**config.mk**
```make
export PLATFORM = sky130hd
export DESIGN_NAME = fetch_queue
export DESIGN_NICKNAME = d
export VERILOG_FILES = /design/src/rtl/fetch_queue.sv
export SDC_FILE = /design/constraint.sdc
export NUM_CORES = 1
export LEC_CHECK = 0
export BUFFER_PORTS_ARGS = -buffer_cell sky130_fd_sc_hd__buf_4
export CORE_MARGIN = 5
export CORE_UTILIZATION = 40
export CTS_CLUSTER_DIAMETER = 80
export DETAILED_ROUTE_END_ITERATION = 10
export GPL_TIMING_DRIVEN = 1
export PLACE_DENSITY_LB_ADDON = 0.25
export SLEW_MARGIN = 5
export SYNTH_ARGS = -nofsm -noshare
export SYNTH_HDL_FRONTEND = slang
export SYNTH_SLANG_ARGS = --single-unit
```
**constraint.sdc**
```tcl
create_clock -name clk -period 8.8 [get_ports clk]
set_input_delay 0.88 -clock clk [delete_from_list [all_inputs] [get_ports clk]]
set_output_delay 0.88 -clock clk [all_outputs]
set_load 0.03 [all_outputs]
```
**src/rtl/fetch_queue.sv**
```systemverilog
// rtl/fetch_queue.sv - PC owner, single-outstanding imem fetch and in-order instruction FIFO
package fetch_queue_pkg;

  typedef struct packed {
    logic        valid;
    logic [63:0] order;
    logic [31:0] inst;
    logic        trap;
    logic [4:0]  rs1_addr;
    logic [4:0]  rs2_addr;
    logic [4:0]  rd_addr;
    logic [31:0] rd_wdata;
    logic [31:0] pc_rdata;
    logic [31:0] pc_wdata;
    logic [31:0] mem_addr;
    logic [3:0]  mem_rmask;
    logic [3:0]  mem_wmask;
  } rvfi_t;

  typedef struct packed {
    logic        valid;
    logic [31:0] instr;
    logic [31:0] pc;
    logic        br_pred;
    logic [31:0] br_pred_info;
    rvfi_t       rvfi;
  } imem_pkt_t;

endpackage

module fetch_queue
  import fetch_queue_pkg::*;
#(
  parameter int          IQ_DEPTH = 8,
  parameter logic [31:0] RESET_PC = 32'h1eceb000
) (
  input  logic        clk,
  input  logic        rst_n,
  input  logic        flush,
  input  logic [31:0] redirect_pc,
  output logic [31:0] imem_addr,
  output logic [3:0]  imem_rmask,
  input  logic [31:0] imem_rdata,
  input  logic        imem_resp,
  input  logic        deq,
  output imem_pkt_t   imem_q_data,
  output logic        iq_empty,
  output logic        iq_full
);

  localparam int          AW      = $clog2(IQ_DEPTH);
  localparam logic [AW:0] DEPTH_C = (AW+1)'(IQ_DEPTH);

  typedef enum logic [1:0] {IDLE, WAIT, DRAIN} state_t;

  state_t        r_state;
  state_t        w_state_nxt;
  logic [31:0]   r_pc;
  logic [31:0]   w_pc_nxt;
  logic [31:0]   r_addr;
  logic [31:0]   w_addr_nxt;
  logic [3:0]    r_rmask;
  logic [3:0]    w_rmask_nxt;
  logic [AW:0]   r_count;
  logic [AW-1:0] r_head;
  logic [AW-1:0] r_tail;
  logic          w_push;
  logic          w_pop;
  logic [AW:0]   w_count_push;
  logic [31:0]   w_pc_plus4;
  logic [31:0]   w_head_pc;

  logic [31:0]   r_instr_mem [IQ_DEPTH];
  logic [31:0]   r_pc_mem    [IQ_DEPTH];

  // A flush squashes the queue, so a coincident dequeue is not honoured.
  assign w_pop        = deq && (r_count != '0) && !flush;
  // Occupancy after this cycle if the pending response is pushed.
  assign w_count_push = r_count + (AW+1)'(1) - {{AW{1'b0}}, w_pop};
  assign w_pc_plus4   = r_pc + 32'd4;

  // Next-state, next-PC and request-port decisions.
  always_comb begin
    w_state_nxt = r_state;
    w_pc_nxt    = r_pc;
    w_addr_nxt  = r_addr;
    w_rmask_nxt = r_rmask;
    w_push      = 1'b0;
    case (r_state)
      IDLE: begin
        if (flush) begin
          w_pc_nxt = redirect_pc;
        end else if (r_count < DEPTH_C) begin
          w_addr_nxt  = r_pc;
          w_rmask_nxt = 4'hF;
          w_state_nxt = WAIT;
        end
      end
      WAIT: begin
        if (flush) begin
          w_pc_nxt = redirect_pc;
          if (imem_resp) begin
            w_rmask_nxt = 4'h0;
            w_state_nxt = IDLE;
          end else begin
            w_state_nxt = DRAIN;
          end
        end else if (imem_resp) begin
          w_push   = 1'b1;
          w_pc_nxt = w_pc_plus4;
          if (w_count_push < DEPTH_C) begin
            w_addr_nxt = w_pc_plus4;
          end else begin
            w_rmask_nxt = 4'h0;
            w_state_nxt = IDLE;
          end
        end
      end
      DRAIN: begin
        if (flush) begin
          w_pc_nxt = redirect_pc;
          // The stale request completing on the flush cycle leaves nothing
          // outstanding, so waiting on in DRAIN would never terminate.
          if (imem_resp) begin
            w_rmask_nxt = 4'h0;
            w_state_nxt = IDLE;
          end
        end else if (imem_resp) begin
          w_addr_nxt  = r_pc;
          w_state_nxt = WAIT;
        end
      end
      default: begin
        w_rmask_nxt = 4'h0;
        w_state_nxt = IDLE;
      end
    endcase
  end

  // FSM, PC and registered request port.
  always_ff @(posedge clk or negedge rst_n) begin
    if (!rst_n) begin
      r_state <= IDLE;
      r_pc    <= RESET_PC;
      r_addr  <= 32'h0;
      r_rmask <= 4'h0;
    end else begin
      r_state <= w_state_nxt;
      r_pc    <= w_pc_nxt;
      r_addr  <= w_addr_nxt;
      r_rmask <= w_rmask_nxt;
    end
  end

  // FIFO pointers and occupancy; flush empties the queue in one cycle.
  always_ff @(posedge clk or negedge rst_n) begin
    if (!rst_n) begin
      r_count <= '0;
      r_head  <= '0;
      r_tail  <= '0;
    end else if (flush) begin
      r_count <= '0;
      r_head  <= '0;
      r_tail  <= '0;
    end else begin
      if (w_push) r_tail <= r_tail + AW'(1);
      if (w_pop)  r_head <= r_head + AW'(1);
      r_count <= r_count + {{AW{1'b0}}, w_push} - {{AW{1'b0}}, w_pop};
    end
  end

  // Entry storage; contents are only meaningful below the occupancy count.
  always_ff @(posedge clk) begin
    if (w_push) begin
      r_instr_mem[r_tail] <= imem_rdata;
      r_pc_mem[r_tail]    <= r_pc;
    end
  end

  assign w_head_pc = r_pc_mem[r_head];

  // Head packet assembled combinationally from the stored word and PC.
  always_comb begin
    imem_q_data               = '0;
    imem_q_data.valid         = (r_count != '0);
    imem_q_data.instr         = r_instr_mem[r_head];
    imem_q_data.pc            = w_head_pc;
    imem_q_data.rvfi.pc_rdata = w_head_pc;
    imem_q_data.rvfi.pc_wdata = w_head_pc + 32'd4;
    imem_q_data.rvfi.inst     = r_instr_mem[r_head];
  end

  assign imem_addr  = r_addr;
  assign imem_rmask = r_rmask;
  assign iq_empty   = (r_count == '0);
  assign iq_full    = (r_count == DEPTH_C);

endmodule

```
# Word-level counts from Yosys, hierarchy flattened
# Memory sizes are Yosys's and may differ from the RTL's.
# Index checks and enable logic that the tools add are counted.
[totals] reg_bits=80 ramBits=512 in_bits=69 output_inout_bits=385 mem_count=2
[op_classes] n_addsub=8 order_cmp=2 eq_ne=14 mux=40 reduce_logical=15
[memory_table] memory="r_instr_mem" words=8 word_bits=32 rd=1 rd_ports_with_merged_regs=0 write_ports=1 line_no="73" rtl="logic [31:0] r_instr_mem [IQ_DEPTH];"
[memory_table] memory="r_pc_mem" words=8 word_bits=32 rd=1 rd_ports_with_merged_regs=0 write_ports=1 line_no="74" rtl="logic [31:0] r_pc_mem [IQ_DEPTH];"
[ops] op="32-bit 2-to-1 mux" count=10
[ops] op="32-bit case mux with 3 select lines" count=1
[ops] op="32-bit by 3-bit adder with 32-bit output (second input constant)" count=2
[ops] op="32-bit case mux with 2 select lines" count=1
[ops] op="4-bit 2-to-1 mux" count=8
[ops] op="2-bit 2-to-1 mux" count=9
[ops] op="2-bit != test (second input constant)" count=8
[ops] op="3-bit 2-to-1 mux" count=4
[ops] op="4-bit case mux with 3 select lines" count=1
[ops] op="5-bit AND reduction" count=2
[ops] op="4-bit less-than comparator (second input constant)" count=2
[ops] op="8-bit AND reduction" count=1
[ops] op="4-bit by 1-bit subtractor with 4-bit output" count=2
[ops] op="3-bit by 1-bit adder with 3-bit output (second input constant)" count=2
[ops] op="3-bit != test (second input constant)" count=2
[ops] op="2-bit case mux with 3 select lines" count=1
[ops] op="2-bit nonzero test" count=3
[ops] op="1-bit 2-to-1 mux" count=5
[ops] op="4-bit by 1-bit adder with 4-bit output" count=1
[ops] op="4-bit by 1-bit adder with 4-bit output (second input constant)" count=1
[ops] op="4-bit equality test (second input constant)" count=1
[ops] op="4-bit zero test" count=1
[ops] op="4-bit nonzero test" count=1
[ops] op="3-bit AND reduction" count=1
[ops] op="other kinds (8)" count=9

# Logic depth before layout (Yosys ltp)
# Gate-level depths: netlist of run 1.
[logic_depth] depth_word=9 ltp_mapped=14 ltp_nobuf=12

# Worst setup path before layout of run 1
# Ideal clock, no wire load.
[synth_timing] kind="input-to-reg" startpoint="input port imem_resp" endpoint="memory r_instr_mem[0][0] (enable)" setup_ns=0.565 arrival_ns=5.970 required_ns=8.235 slack_ns=2.266 cell_stages=4 path_cell_list="clkbuf_1 -> nand2_1 -> or3_1 -> nor3_1"
[synth_via] elab_chain_cells=5
[synth_lines] item="start, declared" line_no="44" rtl="input logic imem_resp,"
[synth_lines] item="1-bit 2-to-1 mux" line_no="108" rtl="end else if (imem_resp) begin"
[synth_lines] item="1-bit 2-to-1 mux" line_no="100" rtl="if (flush) begin"
[synth_lines] item="1-bit 2-to-1 mux" line_no="89" rtl="case (r_state)"
[synth_lines] item="1-bit 2-to-1 mux" line_no="174" rtl="if (w_push) begin"
[synth_lines] item="1-bit 2-to-1 mux (implied by the code)" line_no="175" rtl="r_instr_mem[r_tail] <= imem_rdata;"
[synth_lines] item="end, declared" line_no="73"
# No other way between the ends.

==> impl_metrics.csv, run 1 <==
group,metric,value,unit
critical_path,cp_slowest_cell,"dfrtp_4",
floorplan,io_pins,454,
logic_synthesis,synthTopCellsByArea,"edfxtp_1 58%, mux4_2 8.8%, buf_4 7.3%",
floorplan,core-area,0.0656,mm^2
timing,worstMarginPinSlew,1.18,ns
timing,whs,0.0963,ns
final_layout,syn_to_final_growth,13.8,%
route,wl_per_cell,21.7,um
timing,setup_viol,0,
global_routing,grt_overflow,0,
timing,finalSetupTns,0,ns
critical_path,cp_common_cell,"buf_4",
power_and_ir_drop,peakVddDrop,0.204,mV
floorplan,die_h,267,um
logic_synthesis,yosysMostFrequentCell,"edfxtp_1",
logic_synthesis,ys_seq_elements,592,
logic_synthesis,synthesis.area,0.0264,mm^2
logic_synthesis,synth_flop_cell,"edfxtp_1",
timing,slew_viol_final,0,
critical_path,path_max_fanout,69,
route,wl,58.9,mm
critical_path,worstSetupPathType,"reg2out",
cts,clk_pin_slew,0.07,ns
timing,max_slew_margin,21.4,%
cts,cts.path.max_buffers,3,
critical_path,slowest_delay,1.02,ns
logic_synthesis,synth_cells,1586,
global_routing,grt_usage,15.9,%
global_routing,grt_pass1_vias,14000,
critical_path,endpoint_kind,"output port",
logic_synthesis,synthTopCellsByCount,"512 x edfxtp_1, 256 x buf_4, 103 x mux4_2, 82 x mux2_2, 68 x dfrtp_1",
timing,period_share,63.4,%
route,drt_pre_antenna_iters,4,
timing,finalClockSkew,0.0235,ns
logic_synthesis,yosysWarnings,0,
route,dr_total_vias,13500,
final_layout,num_antenna_cells,0,
power_and_ir_drop,total_power,9150,uW
route,drc,0,
placed_design,gp_congestion,0.790,
floorplan,dieArea,0.0712,mm^2
cts,cts_tree,"yes",
logic_synthesis,synth_top_cell_by_area,"edfxtp_1",
logic_synthesis,yosys.area.top_type_share,58.3,%
floorplan,initial_core_util,40.2,%
final_layout,fin_nets,1876,
logic_synthesis,avgSynthCellArea,16.6,um^2
floorplan,num_rows,94,
logic_synthesis,synth_edf_count,512,
placed_design,numPortBuffers,267,
route,via_per_inst,4.98,
critical_path,cp.arrival,4.70,ns
logic_synthesis,ys_seq_area_share,65.9,%
cts,numCtsBuffers,59,
critical_path,crit_path_start_kind,"flop",
cts,cts.htree.levels,2,
critical_path,rrSetupSlack,4.39,ns
hold_path,hp-class,"in2async",
critical_path,cp_cell_sequence,"buf_4 > nand2_1 > o22ai_4 > and3_1 > or3b_4 > nor2_2 > xor2_1 > buf_4",
critical_path,timing.rr.end,"r_instr_mem[1][22]",
critical_path,worstRegToRegCells,6,
critical_path,cp.required,7.92,ns
floorplan,die_x,267,um
timing,rsz0062_at_grt,"no",
power_and_ir_drop,powerDensity,305,mW/mm^2
final_layout,drive_gt1_share,32.5,%
cts,cts_root_buf,"clkbuf_16",
timing,fin_crit,5.58,ns
cts,cts_resized,0,
logic_synthesis,async_reset_ff_share,13.5,%
global_routing,grt_max_degree,109,
critical_path,r2r_start,"r_state[0]",
cts,clock_latency,0.62,ns
timing,fmaxAchievable,179,MHz
route,drtIter0Drc,898,
route,ant_nets,0,
cts,cts.sinks,592,
cts,post_cts_buffers,0,
logic_synthesis,synth_cell_types,66,
global_routing,grt_antenna_before_repair,0,
global_routing,grt_first_pass_wirelength,87.1,mm
cts,cts_hold_buffers,0,
placed_design,dp_hpwl,36.2,mm
status,outcome,"finished clean",
power_and_ir_drop,p_leak,0.0106,uW
job,maxCapViolations,0,
timing,final-hold-violation-count,0,
==> logic make-up after synthesis <==
logic type                 synth area share, %
DFF                                       65.9
buffers and inverters                     9.04
and+or+nand+nor                           4.40
muxes                                     15.4
AOI/OAI and AO/OA                         2.66
xor gates and xnor gates                  2.02
adders and majority gates                0.550
other                                   0.0142
==> cell type report <==
cell class                 instances  area [um^2]
fill                            5752        35600
sequential                       592        17400
multi-input combinational        833         7370
timing repair buffer             284         2140
clock buffer                      70         1540
tap                              864         1080
clock inverter                    40          403
inverter                          26         97.6
==> worst max-delay path, delay by kind of cell, from the launching register on <==
kind	cells	cell delay, ns
flops	1	1.02
xor+xnor	1	0.19
buf+inv	2	1.08
simple gates	4	1.43
compound gates	1	0.32
==> flip-flops by register name, indices dropped and copies added (netlist names) <==
name and cells:
r_state 2, imem_rmask 4, r_pc 32, r_count 4
r_tail 3, r_head 3, imem_addr 32, r_pc_mem 256
r_instr_mem 256
==> how the worst max path moves through the flow <==
stage                    from           endpoint  slack, ns  depth (start not counted)
global placement    r_head[1]    imem_q_data[61]       3.68                          8
global route        r_head[1]    imem_q_data[70]       2.87                          8
floorplan           imem_resp  r_instr_mem[0][0]       2.27                          4
CTS                 r_head[1]    imem_q_data[70]       3.01                          8
detailed placement  r_head[1]    imem_q_data[70]       3.70                          8
finish              r_head[1]    imem_q_data[70]       3.22                          8
==> metrics by stage <==
stage	instance area, um^2	worst slack (ns)	utilization [%]	cells
after floorplan	27100	2.27	-	1771
after global placement	28100	3.68	42.8	2599
after detailed placement	28100	3.70	42.8	2599
after CTS	30000	3.01	45.8	2709
after global routing	30000	2.87	45.8	2709
final	30000	3.22	45.8	2709
==> placed cells by master, fill, tap and decap left out, drive strengths merged, types with 6 or more instances in the layout <==
cell type,count
dfstp,12
o21ai,24
buf,284
nor3,11
mux4,128
ha,10
bufinv,8
a21oi,54
mux2,83
clkbuf,70
conb,186
a31oi,6
nor4,7
mux2i,14
nand2b,9
xor2,26
dfrtp,68
edfxtp,512
nand3,24
and3,7
nand2,71
nor2,68
clkinv,28
nand4,11
and2,6
a21o,7
xnor2,35
inv,27
o22ai,14
==> where the power goes <==
group | switching [uW] | internal [uW]
Combinational | 1810 | 1170
Clock | 1040 | 1480
Sequential | 309 | 3350
Total | 3160 | 6000
==> per-layer routing <==
metal / track usage (%) / wire length [um]
met5: 0 / 0
met4: 3.38 / 928
met3: 2.89 / 3330
met2: 27.0 / 29700
met1: 21.8 / 25000
Note: power is estimated with default switching activity, not from simulation.
==> run 2: changes to the inputs <==
==> constraint.sdc (replaced) <==
create_clock -name clk -period 5.6 [get_ports clk]
set_input_delay 0.56 -clock clk [delete_from_list [all_inputs] [get_ports clk]]
set_output_delay 0.56 -clock clk [all_outputs]
set_load 0.03 [all_outputs]
==> impl_metrics.csv, run 2 (synthesis gave the netlist of run 1 again) <==
group,metric,value,unit
status,outcome,"finished clean",
hold_path,whs_endpoint,"r_pc[2]",
critical_path,endpoint_kind,"output port",
timing,finalClockSkew,0.0216,ns
timing,worstMarginPinSlew,1.00,ns
cts,cts.sinks,592,
critical_path,timing.rr.end,"imem_addr[30]",
route,ant_nets,0,
route,wl_per_cell,21.9,um
floorplan,dieArea,0.0712,mm^2
power_and_ir_drop,power_switching,5070,uW
critical_path,rrSetupSlack,2.14,ns
cts,cts.path.max_buffers,3,
global_routing,grt_pass1_vias,14100,
power_and_ir_drop,peakVddDrop,0.266,mV
final_layout,utilization,46.2,%
timing,fin_crit,4.69,ns
route,wl_met3,3.61,mm
final_layout,top_regs,"r_instr_mem: 256 flops, r_pc_mem: 256 flops",
critical_path,worst-path-buf-inv,2,
route,dr_total_vias,13600,
floorplan,num_rows,94,
route,drtIter0Drc,1036,
final_layout,syn_to_final_growth,14.9,%
cts,post_cts_buffers,0,
route,route.met2.wl,29.6,mm
cts,cts.htree.levels,3,
final_layout,ff_latch_area,0.0174,mm^2
job,maxCapViolations,0,
placed_design,dp_slack,1.42,ns
critical_path,cp.required,5.04,ns
global_routing,grt_overflow,0,
timing,fmaxAchievable,213,MHz
route,top_layer,"met4",
critical_path,cp_common_cell,"buf_4",
power_and_ir_drop,p_int,9530,uW
critical_path,cp_slowest_cell,"dfrtp_4",
critical_path,crit_path_start_kind,"flop",
floorplan,io_pins,454,
cts,numCtsBuffers,66,
placed_design,placed_cells,2608,
hold_path,hold_start,"redirect_pc[2]",
timing,period_share,83.7,%
global_routing,grt_antenna_before_repair,2,
critical_path,r2r_start,"r_pc[2]",
placed_design,gp_congestion,0.777,
route,met1Wirelength,25.3,mm
hold_path,hp-class,"in2reg",
final_layout,drive_gt1_share,33.0,%
timing,finalSetupTns,0,ns
critical_path,slowest_delay,0.72,ns
timing,final-hold-violation-count,0,
timing,slew_viol_final,0,
floorplan,core-area,0.0656,mm^2
floorplan,die_h,267,um
final_layout,fin_nets,1893,
timing,max_slew_margin,33.1,%
floorplan,die_x,267,um
power_and_ir_drop,clkPwrFrac,28.3,%
placed_design,numPortBuffers,267,
cts,cts_tree,"yes",
final_layout,nFillCells,5725,
global_routing,grt_max_degree,65,
route,wl,59.8,mm
final_layout,layout_commonest_cell,"edfxtp_1",
critical_path,cp_cell_sequence,"buf_4 > mux4_1 > mux2i_1 > nor4_4 > nand2_4 > or3b_4 > nor2_2 > xor2_1 > buf_4",
global_routing,grt_usage,16.4,%
critical_path,worstSetupPathType,"reg2out",
critical_path,cp.arrival,4.13,ns
power_and_ir_drop,powerDensity,481,mW/mm^2
power_and_ir_drop,p_sw_share,34.7,%
cts,cts_root_buf,"clkbuf_16",
critical_path,worstRegToRegCells,7,
final_layout,final_cell_mix,"512 x edfxtp_1, 288 x buf_4, 186 x conb_1",
placed_design,dp_hpwl,37.2,mm
cts,clk_pin_slew,0.06,ns
cts,clock_latency,0.60,ns
power_and_ir_drop,pwr-share-seq,39.4,%
global_routing,grt_first_pass_wirelength,88.7,mm
critical_path,path_max_fanout,36,
power_and_ir_drop,p_leak,0.0107,uW
final_layout,multi_input_area,0.00739,mm^2
floorplan,initial_core_util,40.2,%
timing,setup_ws,0.912,ns
final_layout,fin_cells,2730,
route,drt_pre_antenna_iters,5,
timing,setup_viol,0,
hold_path,min_path_cells,3,
route,via_per_inst,4.98,
power_and_ir_drop,combPwrFrac,32.3,%
timing,rsz0062_at_grt,"no",
critical_path,critical-path-top-delay-family,"simple AND/OR/NAND/NOR gates",
route,drc,0,
run 2: cell types whose count changed in the layout (fill, tap and decap cells not counted), sizes merged:
| cell | change |
|---|---|
| buf | +9 |
| inv | +3 |
| clkbuf | +9 |
| dlygate4sd3 | +1 |
| bufinv | -4 |
| diode | +2 |
| clkinvlp | -1 |
| clkinv | +2 |
run 2: worst reg2reg max path: cells and delay by family (launching register included):
family,cells,cell delay (ns)
simple gates,4,1.92
flops,1,0.71
fa+ha+maj,1,0.32
mux,1,0.28
xor+xnor,1,0.11
run 2: worst max path at each step:
stage	start	slack, ns	cells past startpoint	endpoint
after floorplan	r_head[1]	1.04	14	imem_q_data[64]
after global placement	r_head[0]	1.49	9	imem_q_data[59]
after detailed placement	r_head[0]	1.42	9	imem_q_data[70]
after CTS	r_head[0]	0.77	9	imem_q_data[70]
after global routing	r_head[0]	0.66	9	imem_q_data[70]
final	r_head[0]	0.91	9	imem_q_data[70]
run 2: cell type report:
class                           instances  area share (%)
Antenna cell                            2          0.0165
Clock buffer                           79            5.75
Clock inverter                         40            1.08
Inverter                               26           0.322
Multi-Input combinational cell        833            24.4
Sequential cell                       592            57.4
Tap cell                              864            3.57
Timing Repair Buffer                  294            7.50
run 2: routing by layer:
metal | up-vias | track usage [%]
li1 | 6082 | -
met1 | 6993 | 22.3
met2 | 419 | 26.8
met3 | 91 | 3.91
met4 | 0 | 4.06
met5 | - | 0
run 2: per-stage QoR:
stage               total power (uW)  hold slack, ns  cell area (um^2)
finish                         14600           0.191             30300
global route                   15300           0.165             30300
CTS                            14800           0.149             30300
detailed placement             10600           0.476             28200
global placement               10600           0.469             28200
floorplan                       9300           0.264             27100
run 2: power by group through the flow:
stage	clock network (uW)	registers, uW	logic (uW)
after floorplan	0	5840	3460
after global placement	0	5810	4760
after detailed placement	0	5840	4770
after CTS	4250	5750	4790
after global routing	4440	5810	5020
final	4140	5750	4710
run 2: what timing repair did:
action,in CTS,in global routing
endpoints found under the hold margin,32,0
hold buffers,1,0
gates resized for setup,0,0
